==> src/rtl/rst_sequencer_if.sv <==
// Signal bundle between the reset sequencer and its surroundings: PLL lock and
// software reset requests in, sequenced reset/status outputs back.
interface rst_sequencer_if;
    logic       i_pll_locked;
    logic       i_sw_rst;
    logic       o_rst_dbg;
    logic       o_rst_sys;
    logic       o_ready;
    logic [7:0] o_lock_lost_cnt;
    logic [2:0] o_state;

    modport master (
        output i_pll_locked,
        output i_sw_rst,
        input  o_rst_dbg,
        input  o_rst_sys,
        input  o_ready,
        input  o_lock_lost_cnt,
        input  o_state
    );

    modport slave (
        input  i_pll_locked,
        input  i_sw_rst,
        output o_rst_dbg,
        output o_rst_sys,
        output o_ready,
        output o_lock_lost_cnt,
        output o_state
    );
endinterface

==> src/rtl/rst_sequencer.sv <==
// Power-up reset sequencer: waits for a stable PLL lock, releases the debug reset,
// then the system reset, and handles software reset pulses and lock loss.
module rst_sequencer #(
    parameter int unsigned SYNC_STAGES       = 2,
    parameter int unsigned LOCK_CYCLES       = 16,
    parameter int unsigned DBG_TO_SYS_CYCLES = 4,
    parameter int unsigned SW_RST_CYCLES     = 8
) (
    input  logic               i_clk,
    input  logic               i_rst,
    rst_sequencer_if.slave     bus
);

    typedef enum logic [2:0] {
        ST_WAIT_LOCK = 3'd0,
        ST_STABLE    = 3'd1,
        ST_DBG_UP    = 3'd2,
        ST_RUN       = 3'd3,
        ST_SW_RST    = 3'd4
    } state_t;

    localparam logic [15:0] LOCK_LAST = 16'(LOCK_CYCLES - 1);
    localparam logic [15:0] DBG_LAST  = 16'(DBG_TO_SYS_CYCLES - 1);
    localparam logic [15:0] SW_LAST   = 16'(SW_RST_CYCLES - 1);

    logic [SYNC_STAGES-1:0] sync_r;
    logic                   lock_s;
    state_t                 state_r;
    logic [15:0]            cnt_r;
    logic                   rst_dbg_r;
    logic                   rst_sys_r;
    logic                   ready_r;
    logic [7:0]             lost_cnt_r;

    // Output levels {dbg, sys, ready} that belong to a given state.
    function automatic logic [2:0] out_decode(input state_t st);
        logic [2:0] res;
        case (st)
            ST_WAIT_LOCK: res = 3'b110;
            ST_STABLE:    res = 3'b110;
            ST_DBG_UP:    res = 3'b010;
            ST_RUN:       res = 3'b001;
            ST_SW_RST:    res = 3'b010;
            default:      res = 3'b110;
        endcase
        return res;
    endfunction

    assign lock_s = sync_r[SYNC_STAGES-1];

    // Lock flag synchronizer chain; only its last stage is trusted.
    always_ff @(posedge i_clk) begin
        if (i_rst) begin
            sync_r <= {SYNC_STAGES{1'b0}};
        end else begin
            sync_r <= {sync_r[SYNC_STAGES-2:0], bus.i_pll_locked};
        end
    end

    // Sequencer FSM; outputs are loaded on the same edge as the state they decode.
    always_ff @(posedge i_clk) begin
        if (i_rst) begin
            state_r    <= ST_WAIT_LOCK;
            cnt_r      <= 16'd0;
            rst_dbg_r  <= 1'b1;
            rst_sys_r  <= 1'b1;
            ready_r    <= 1'b0;
            lost_cnt_r <= 8'd0;
        end else if ((state_r != ST_WAIT_LOCK) && !lock_s) begin
            // Lock loss overrides software requests and count expiry.
            state_r                           <= ST_WAIT_LOCK;
            cnt_r                             <= 16'd0;
            {rst_dbg_r, rst_sys_r, ready_r}   <= out_decode(ST_WAIT_LOCK);
            if (lost_cnt_r != 8'hFF) begin
                lost_cnt_r <= lost_cnt_r + 8'd1;
            end else begin
                lost_cnt_r <= lost_cnt_r;
            end
        end else begin
            case (state_r)
                ST_WAIT_LOCK: begin
                    if (lock_s) begin
                        state_r                         <= ST_STABLE;
                        cnt_r                           <= 16'd0;
                        {rst_dbg_r, rst_sys_r, ready_r} <= out_decode(ST_STABLE);
                    end
                end
                ST_STABLE: begin
                    if (cnt_r == LOCK_LAST) begin
                        state_r                         <= ST_DBG_UP;
                        cnt_r                           <= 16'd0;
                        {rst_dbg_r, rst_sys_r, ready_r} <= out_decode(ST_DBG_UP);
                    end else begin
                        cnt_r <= cnt_r + 16'd1;
                    end
                end
                ST_DBG_UP: begin
                    if (cnt_r == DBG_LAST) begin
                        state_r                         <= ST_RUN;
                        cnt_r                           <= 16'd0;
                        {rst_dbg_r, rst_sys_r, ready_r} <= out_decode(ST_RUN);
                    end else begin
                        cnt_r <= cnt_r + 16'd1;
                    end
                end
                ST_RUN: begin
                    if (bus.i_sw_rst) begin
                        state_r                         <= ST_SW_RST;
                        cnt_r                           <= 16'd0;
                        {rst_dbg_r, rst_sys_r, ready_r} <= out_decode(ST_SW_RST);
                    end
                end
                ST_SW_RST: begin
                    // Further requests here are ignored so the pulse length stays fixed.
                    if (cnt_r == SW_LAST) begin
                        state_r                         <= ST_RUN;
                        cnt_r                           <= 16'd0;
                        {rst_dbg_r, rst_sys_r, ready_r} <= out_decode(ST_RUN);
                    end else begin
                        cnt_r <= cnt_r + 16'd1;
                    end
                end
                default: begin
                    state_r                         <= ST_WAIT_LOCK;
                    cnt_r                           <= 16'd0;
                    {rst_dbg_r, rst_sys_r, ready_r} <= out_decode(ST_WAIT_LOCK);
                end
            endcase
        end
    end

    assign bus.o_rst_dbg       = rst_dbg_r;
    assign bus.o_rst_sys       = rst_sys_r;
    assign bus.o_ready         = ready_r;
    assign bus.o_lock_lost_cnt = lost_cnt_r;
    assign bus.o_state         = state_r;

endmodule

==> src/flat_wrapper.sv <==
// flat-port wrapper written by rule: the top's interface ports become plain ports
module rst_sequencer_flat 
#(
    parameter int unsigned SYNC_STAGES       = 2,
    parameter int unsigned LOCK_CYCLES       = 16,
    parameter int unsigned DBG_TO_SYS_CYCLES = 4,
    parameter int unsigned SW_RST_CYCLES     = 8
)
  (i_clk, i_rst, bus_i_pll_locked, bus_i_sw_rst, bus_o_rst_dbg, bus_o_rst_sys, bus_o_ready, bus_o_lock_lost_cnt, bus_o_state);
  rst_sequencer_if bus_i ();
  input  logic i_clk;
  input  logic i_rst;
  input wire logic [$bits(bus_i.i_pll_locked)-1:0] bus_i_pll_locked;
  input wire logic [$bits(bus_i.i_sw_rst)-1:0] bus_i_sw_rst;
  output wire logic [$bits(bus_i.o_rst_dbg)-1:0] bus_o_rst_dbg;
  output wire logic [$bits(bus_i.o_rst_sys)-1:0] bus_o_rst_sys;
  output wire logic [$bits(bus_i.o_ready)-1:0] bus_o_ready;
  output wire logic [$bits(bus_i.o_lock_lost_cnt)-1:0] bus_o_lock_lost_cnt;
  output wire logic [$bits(bus_i.o_state)-1:0] bus_o_state;
  assign bus_i.i_pll_locked = bus_i_pll_locked;
  assign bus_i.i_sw_rst = bus_i_sw_rst;
  assign bus_o_rst_dbg = bus_i.o_rst_dbg;
  assign bus_o_rst_sys = bus_i.o_rst_sys;
  assign bus_o_ready = bus_i.o_ready;
  assign bus_o_lock_lost_cnt = bus_i.o_lock_lost_cnt;
  assign bus_o_state = bus_i.o_state;
  rst_sequencer #(.SYNC_STAGES(SYNC_STAGES), .LOCK_CYCLES(LOCK_CYCLES), .DBG_TO_SYS_CYCLES(DBG_TO_SYS_CYCLES), .SW_RST_CYCLES(SW_RST_CYCLES)) u_core (.i_clk(i_clk), .i_rst(i_rst), .bus(bus_i));
endmodule
==> config.mk <==
export PLATFORM = sky130hd
export DESIGN_NAME = rst_sequencer_flat
export DESIGN_NICKNAME = d
export VERILOG_FILES = /design/src/rtl/rst_sequencer_if.sv /design/src/rtl/rst_sequencer.sv /design/src/flat_wrapper.sv
export SDC_FILE = /design/constraint.sdc
export NUM_CORES = 1
export LEC_CHECK = 0
export ABC_AREA = 1
export ABC_CLOCK_PERIOD_IN_PS = 2800
export CAP_MARGIN = 10
export CORE_MARGIN = 2
export CORE_UTILIZATION = 60
export DETAILED_ROUTE_END_ITERATION = 10
export PLACE_DENSITY = 0.89
export SETUP_SLACK_MARGIN = 0.4
export SLEW_MARGIN = 20
export SYNTH_ARGS = -nofsm -noshare
export SYNTH_HDL_FRONTEND = slang
export SYNTH_SLANG_ARGS = --single-unit
==> constraint.sdc <==
create_clock -name i_clk -period 2.8 [get_ports i_clk]
set_input_delay 0.42 -clock i_clk [delete_from_list [all_inputs] [get_ports i_clk]]
set_output_delay 0.42 -clock i_clk [all_outputs]
set_load 0.01 [all_outputs]
==> metrics.yaml, run 1 <==
outcome: "complete, but fails checks"
failed_checks: "design-rule violations"
tritoncts: "yes"
timing.critical_path.slowest_cell_delay_ps: 370
critical_path_cell_list: "inv_1 > nand2_2 > nor2_1 > nand2_1 > nand2_2 > inv_2 > nand4_4 > nand2_2 > nor2_1"
post_cts.resized_instances: 0
min_delay_endpoint: "u_core.sync_r[1]$_SDFF_PP0_"
main_combinational_cell_family_by_area_after_synthesis: "simple AND/OR/NAND/NOR gates"
hold_path.startpoint: "u_core.sync_r[0]$_SDFF_PP0_"
critical_path.startpoint: "u_core.bus.o_state[2]$_SDFFE_PP0P_"
rsz0062_at_grt: "no"
setup_viol_count_final: 0
dpl.cell_count: 314
regToRegEndpoint: "u_core.cnt_r[13]$_SDFFE_PP0P_"
ios: 18
grt_first_pass_wirelength_um: 6590
globalplace.congestion: 0.860
worstSetupEndpointType: "register"
dieWidth_um: 58.8
leakagePower_nw: 0.912
synth-xor-area-share_pct: 3.89
num-nets-final: 296
postCtsSetupRepairBufs: 0
ir_worst_vdd_mv: 0.496
antenna_fix_cells: 0
period_share_pct: 70.7
post_route_cells_drive_above_1_share_pct: 9.31
cts_max_level: 2
detailedPlacementHpwl_um: 2750
initial_core_util_pct: 64.3
synth_compound_gate_area_share_pct: 8.19
synth_cell_type_count: 25
synth-seq-area-share_pct: 35.5
synthesized_netlist_net_count: 274
grt_util_all_layers_pct: 24.8
avgRoutedWirePerCell_um: 11.9
fin_hold_ws_ps: 418
reg2reg_slack_ps: 820
timing.critical_path.max_delay_family: "simple AND/OR/NAND/NOR gates"
final.fill_count: 241
cts.root.buffer_cell: "clkbuf_4"
crit_fanout: 11
critical_path.reg2reg.startpoint: "u_core.bus.o_state[2]$_SDFFE_PP0P_"
critical_path_top_delay_cell: "dfxtp_1"
grt_antenna_before_repair: 0
max_slew_headroom_pct: 70.7
row_count: 19
hold_depth: 2
syn_inst: 268
max_slew.worst_pin.slew_ps: 439
period_needed_ps: 1980
number_of_buffers_added_to_fix_hold_violations_after_cts: 0
cts.path.max_buffers: 2
area_growth_synth_to_finish_pct: 13.8
full_die_area_mm2: 0.00346
proportion_of_synthesized_area_in_mux_cells_pct: 0
timing.setup.tns_ps: 0
post_drt_via_cell_ratio: 5.36
ys_seq_elements: 32
grt_pass1_vias: 1550
grt_start_max_net_pins: 15
clkSinkCount: 32
clk_latency_ps: 340
critical_path.n_buffers_inverters: 2
total_power_divided_by_cell_area_mw_per_mm2: 876
synth.cell_area_mm2: 0.00180
drt_iter0_drc: 116
drc: 1
synth.avg_cell_area_um2: 6.73
vias: 1719
clkSlewWorstSetupHoldPaths_ps: 100
maximum_achievable_frequency_mhz: 505
fin_worst_skew_ps: 13.5
final_cell_count_no_fill: 321
hold_path_class: "reg2reg"
coreArea_mm2: 0.00281
critPathArrivalTime_ps: 2240
timing_max_transition_violations_final: 0
dr.pass1.iters: 8
synth_adder_area_share_pct: 1.39
postRouteAntennaNets: 0
finalHoldViolCount: 0
ys_warn_count: 0
critical_path_required_ps: 3060
die_height_um: 58.8
crit_path_frequent_cell: "nand2_2"
post_synth_and_or_nand_nor_area_fraction_pct: 41.7
congestion_overflow_gr: 0
io_buffer_count: 17
r2r_cells: 9
cap_viol_max_count: 0
worstSetupPathType: "reg2reg"
critPathLaunchType: "register"
drt-total-wl_um: 3800
numCtsBuffers: 5
==> where the power goes <==
| group | internal [mW] | total (mW) | switching (mW) |
|---|---|---|---|
| sequential | 0.523 | 0.590 | 0.0665 |
| clock | 0.142 | 0.294 | 0.151 |
| combinational | 0.299 | 0.913 | 0.614 |
| total | 0.964 | 1.80 | 0.832 |
==> layout by cell type, fill, tap and decap left out, types with 3 or more instances in the layout <==
| master | instances |
|---|---|
| o21ai_2 | 4 |
| nand2_1 | 64 |
| dfxtp_1 | 32 |
| clkbuf_4 | 5 |
| nor3_1 | 7 |
| xor2_1 | 5 |
| nand2_2 | 5 |
| inv_1 | 35 |
| clkdlybuf4s50_1 | 17 |
| inv_2 | 3 |
| xnor2_1 | 3 |
| nand3_1 | 18 |
| nor2_1 | 47 |
| nand4_1 | 9 |
| o21ai_0 | 9 |
| a21oi_1 | 12 |
==> cell usage after synthesis (all sizes together) <==
library cell	instances	area (um2)
xnor2	3	26.3
nand4	10	77.6
o21ai	13	80.1
nor2	52	245
a21o	1	7.51
inv	38	143
nand2	69	272
nand3	20	110
ha	2	25.0
xor2	5	43.8
buf	2	25.0
dfxtp	32	641
and2	1	6.26
a21oi	12	60.1
or2	1	6.26
nor3	7	35.0
==> logic make-up after synthesis <==
| family | Yosys count |
|---|---|
| and+or+nand+nor | 160 |
| buffers and inverters | 40 |
| DFF | 32 |
| AOI/OAI and AO/OA | 26 |
| xor gates and xnor gates | 8 |
| adders and majority gates | 2 |
==> area by class of cell <==
type                            count  area (um2)  area share, %
Clock buffer                        7        65.1           3.17
Timing Repair Buffer               17         170           8.29
Multi-Input combinational cell    196         995           48.5
Sequential cell                    32         641           31.2
Tap cell                           31        38.8           1.89
Inverter                           38         143           6.95
==> routing by layer <==
layer | routed length (um) | vias to the layer above | track usage, %
li1 | - | 899 | -
met1 | 1790 | 767 | 33.7
met2 | 1750 | 45 | 38.3
met3 | 223 | 8 | 6.15
met4 | 48 | 0 | 8.77
met5 | 0 | - | 0
==> state kept, by name (all words and copies together) (netlist names) <==
signal and cells:
u_core.bus.o_lock_lost_cnt 8, u_core.bus.o_ready 1, u_core.bus.o_rst_dbg 1, u_core.bus.o_rst_sys 1, u_core.bus.o_state 3, u_core.cnt_r 16, u_core.sync_r 2
==> stage by stage <==
step	power [mW]	cell area [um2]	setup WS, ps	utilization, %
6_report	1.80	2050	820	73.1
5_1_grt	1.94	2050	701	73.1
4_1_cts	1.79	2050	859	73.1
3_5_place_dp	1.50	1990	766	70.8
3_3_place_gp	1.48	1990	810	70.8
2_1_floorplan	1.30	1800	1310	-
==> worst register-to-register path, cell delays in order, from the launching register on <==
cell     delay (ps)
dfxtp_1         370
inv_1           130
nand2_2          80
nor2_1          220
nand2_1         110
nand2_2         340
inv_2           160
nand4_4         210
nand2_2         120
nor2_1          150
==> how the worst max path moves through the flow <==
| stage | to | cells after the start |
|---|---|---|
| after floorplan | u_core.bus.o_lock_lost_cnt[0]$_SDFFE_PP0P_ | 6 |
| after global placement | u_core.cnt_r[9]$_SDFFE_PP0P_ | 8 |
| after detailed placement | u_core.cnt_r[9]$_SDFFE_PP0P_ | 8 |
| after CTS | u_core.cnt_r[13]$_SDFFE_PP0P_ | 9 |
| after global routing | u_core.cnt_r[13]$_SDFFE_PP0P_ | 9 |
| final | u_core.cnt_r[13]$_SDFFE_PP0P_ | 9 |
(Power assumes the default switching activity.)
==> inputs of run 2 (changes only) <==
--- a/config.mk
+++ b/config.mk
@@ -6,12 +6,12 @@
 export NUM_CORES = 1
 export LEC_CHECK = 0
 export ABC_AREA = 1
-export ABC_CLOCK_PERIOD_IN_PS = 2800
+export ABC_CLOCK_PERIOD_IN_PS = 2000
 export CAP_MARGIN = 10
 export CORE_MARGIN = 2
-export CORE_UTILIZATION = 60
+export CORE_UTILIZATION = 56
 export DETAILED_ROUTE_END_ITERATION = 10
-export PLACE_DENSITY = 0.89
+export PLACE_DENSITY = 0.85
 export SETUP_SLACK_MARGIN = 0.4
 export SLEW_MARGIN = 20
 export SYNTH_ARGS = -nofsm -noshare
==> constraint.sdc (replaced) <==
create_clock -name i_clk -period 2 [get_ports i_clk]
set_input_delay 0.3 -clock i_clk [delete_from_list [all_inputs] [get_ports i_clk]]
set_output_delay 0.3 -clock i_clk [all_outputs]
set_load 0.01 [all_outputs]
==> run 2 against run 1 <==
Against the previous run: the run now ends clean; clock skew down 5.4 ps; die area up 6.7%; worst setup slack worse by 390 ps; sequential cell count unchanged; critical endpoint is now bus_o_lock_lost_cnt[5]; routed wire length up 12%; critical path depth is 8 lower; design area up 9.2%; count of clock-buffer cells in the layout is 1 lower; sequential share of layout area is 1.5 points lower; largest power group unchanged; first-iteration DRC count fell by 10%.
==> metrics.yaml, run 2 (synthesis gave the netlist of run 1 again) <==
outcome: "finished, final reports clean"
crit_fanout: 5  # -6
cts.root.buffer_cell: "clkbuf_4"
antenna_fix_cells: 0  # unchanged
critical_path_required_ps: 1700  # -1360 ps
clk_latency_ps: 340  # about the same
timing_max_transition_violations_final: 0  # unchanged
maximum_achievable_frequency_mhz: 635
post_drt_via_cell_ratio: 5.19  # -3.1%
critical_path_cell_list: "clkdlybuf4s50_1"
largest_register_ffs: 16  # unchanged
setup_viol_count_final: 0  # unchanged
clkSinkCount: 32  # unchanged
number_of_buffers_added_to_fix_hold_violations_after_cts: 0  # unchanged
clkSlewWorstSetupHoldPaths_ps: 100  # about the same
drt-total-wl_um: 4250  # +12%
hold_path_class: "reg2reg"
finalHoldViolCount: 0  # unchanged
grt_pass1_vias: 1479  # -4.6%
leakagePower_nw: 0.996  # +9.2%
critPathArrivalTime_ps: 1270  # -970 ps
row_count: 20  # +1
drc: 0  # -1
final_cell_count_no_fill: 343  # +6.9%
dpl.cell_count: 330  # +5.1%
largest-register: "u_core.cnt_r"
avgRoutedWirePerCell_um: 12.4  # +4.7%
ir_worst_vdd_mv: 1.08  # +120%
total_power_divided_by_cell_area_mw_per_mm2: 1260  # +44%
grt_antenna_before_repair: 0  # unchanged
post_route_cells_drive_above_1_share_pct: 21.1  # +12 points
full_die_area_mm2: 0.00369  # +6.7%
timing.critical_path.max_delay_family: "buffers and inverters"
drt_iter0_drc: 104  # -10%
critical_path.n_buffers_inverters: 1  # -1
detailedPlacementHpwl_um: 2820  # +2.7%
cts.path.max_buffers: 2  # unchanged
globalplace.congestion: 0.891  # +3.6%
timing.setup.tns_ps: 0  # unchanged
cts_max_level: 2  # unchanged
worstSetupEndpointType: "primary output"
numCtsBuffers: 5  # unchanged
rsz0062_at_grt: "yes"
timing.critical_path.slowest_cell_delay_ps: 550  # +180 ps
cap_viol_max_count: 0  # unchanged
grt_first_pass_wirelength_um: 6420  # -2.5%
postRouteAntennaNets: 0  # unchanged
grt_start_max_net_pins: 15  # unchanged
vias: 1780  # +3.5%
area_growth_synth_to_finish_pct: 24.3
max_slew.worst_pin.slew_ps: 317  # -121 ps
congestion_overflow_gr: 0  # unchanged
critical_path_top_delay_cell: "clkdlybuf4s50_1"
coreArea_mm2: 0.00305  # +8.8%
layout.cells.most_common: "nand2_1"
ios: 18  # unchanged
period_needed_ps: 1570
grt_util_all_layers_pct: 23.4  # -1.4 points
num-nets-final: 304  # +2.7%
max_slew_headroom_pct: 78.7  # +8.0 points
final.fill_count: 244  # +1.2%
period_share_pct: 78.7
fin_worst_skew_ps: 8.12  # -5.38 ps
critPathLaunchType: "register"
most-common-layout-cells: "61 x nand2_1, 44 x nor2_1, 32 x inv_1"
worstSetupPathType: "reg2out"
die_height_um: 60.7  # +3.3%
dr.pass1.iters: 4  # -4
initial_core_util_pct: 59.1  # -5.2 points
io_buffer_count: 17  # unchanged
dieWidth_um: 60.7  # +3.3%
tritoncts: "yes"
run 2: metrics by stage:
step | utilization (%) | hold slack, ps | worst slack, ps | cell area [um2] | power, mW
floorplan | - | 369 | 510 | 1800 | 1.82
global placement | 66.4 | 390 | 243 | 2030 | 2.13
detailed placement | 66.4 | 401 | 286 | 2030 | 2.16
CTS | 69.0 | 414 | 393 | 2110 | 2.57
global route | 73.4 | 419 | 365 | 2240 | 3.02
finish | 73.4 | 412 | 426 | 2240 | 2.83
run 2: path summary, 6_finish.rpt:
kind / end / cells past startpoint / start / slack, ps
hold / removal: u_core.sync_r[1]$_SDFF_PP0_ / 2 / u_core.sync_r[0]$_SDFF_PP0_ / 410
setup / recovery: bus_o_lock_lost_cnt[5] / 1 / u_core.bus.o_lock_lost_cnt[5]$_SDFFE_PP0P_ / 430
hold reg to reg: u_core.sync_r[1]$_SDFF_PP0_ / 2 / u_core.sync_r[0]$_SDFF_PP0_ / 410
setup reg to reg: u_core.cnt_r[8]$_SDFFE_PP0P_ / 9 / u_core.cnt_r[0]$_SDFFE_PP0P_ / 470
run 2: area by class of cell:
cell class                 count  area, um2  area share, %
multi-input combinational    197       1070           47.6
clock buffer                   6       51.3           2.29
timing repair buffer          24        246           11.0
clock inverter                 2       10.0          0.447
sequential                    32        666           29.7
inverter                      38        146           6.53
tap                           44       55.1           2.46
run 2: power by group:
group          internal, mW  switching [mW]  leakage [nW]
clock                 0.167           0.224        0.0380
sequential            0.754           0.110         0.267
combinational         0.597           0.974         0.691
run 2: timing repair:
action	4_1_cts	5_1_grt
pin swaps	1	4
gates resized for setup	14	26
setup endpoints to repair	26	26
setup buffers	0	4
cloned	0	1
run 2: layer usage:
| layer | track usage (%) | vias up | wire (um) |
|---|---|---|---|
| met5 | 0 | - | 0 |
| met4 | 9.63 | 0 | 72 |
| met3 | 6.61 | 8 | 164 |
| met2 | 36.7 | 36 | 2070 |
| met1 | 30.4 | 823 | 1950 |
| li1 | - | 913 | - |
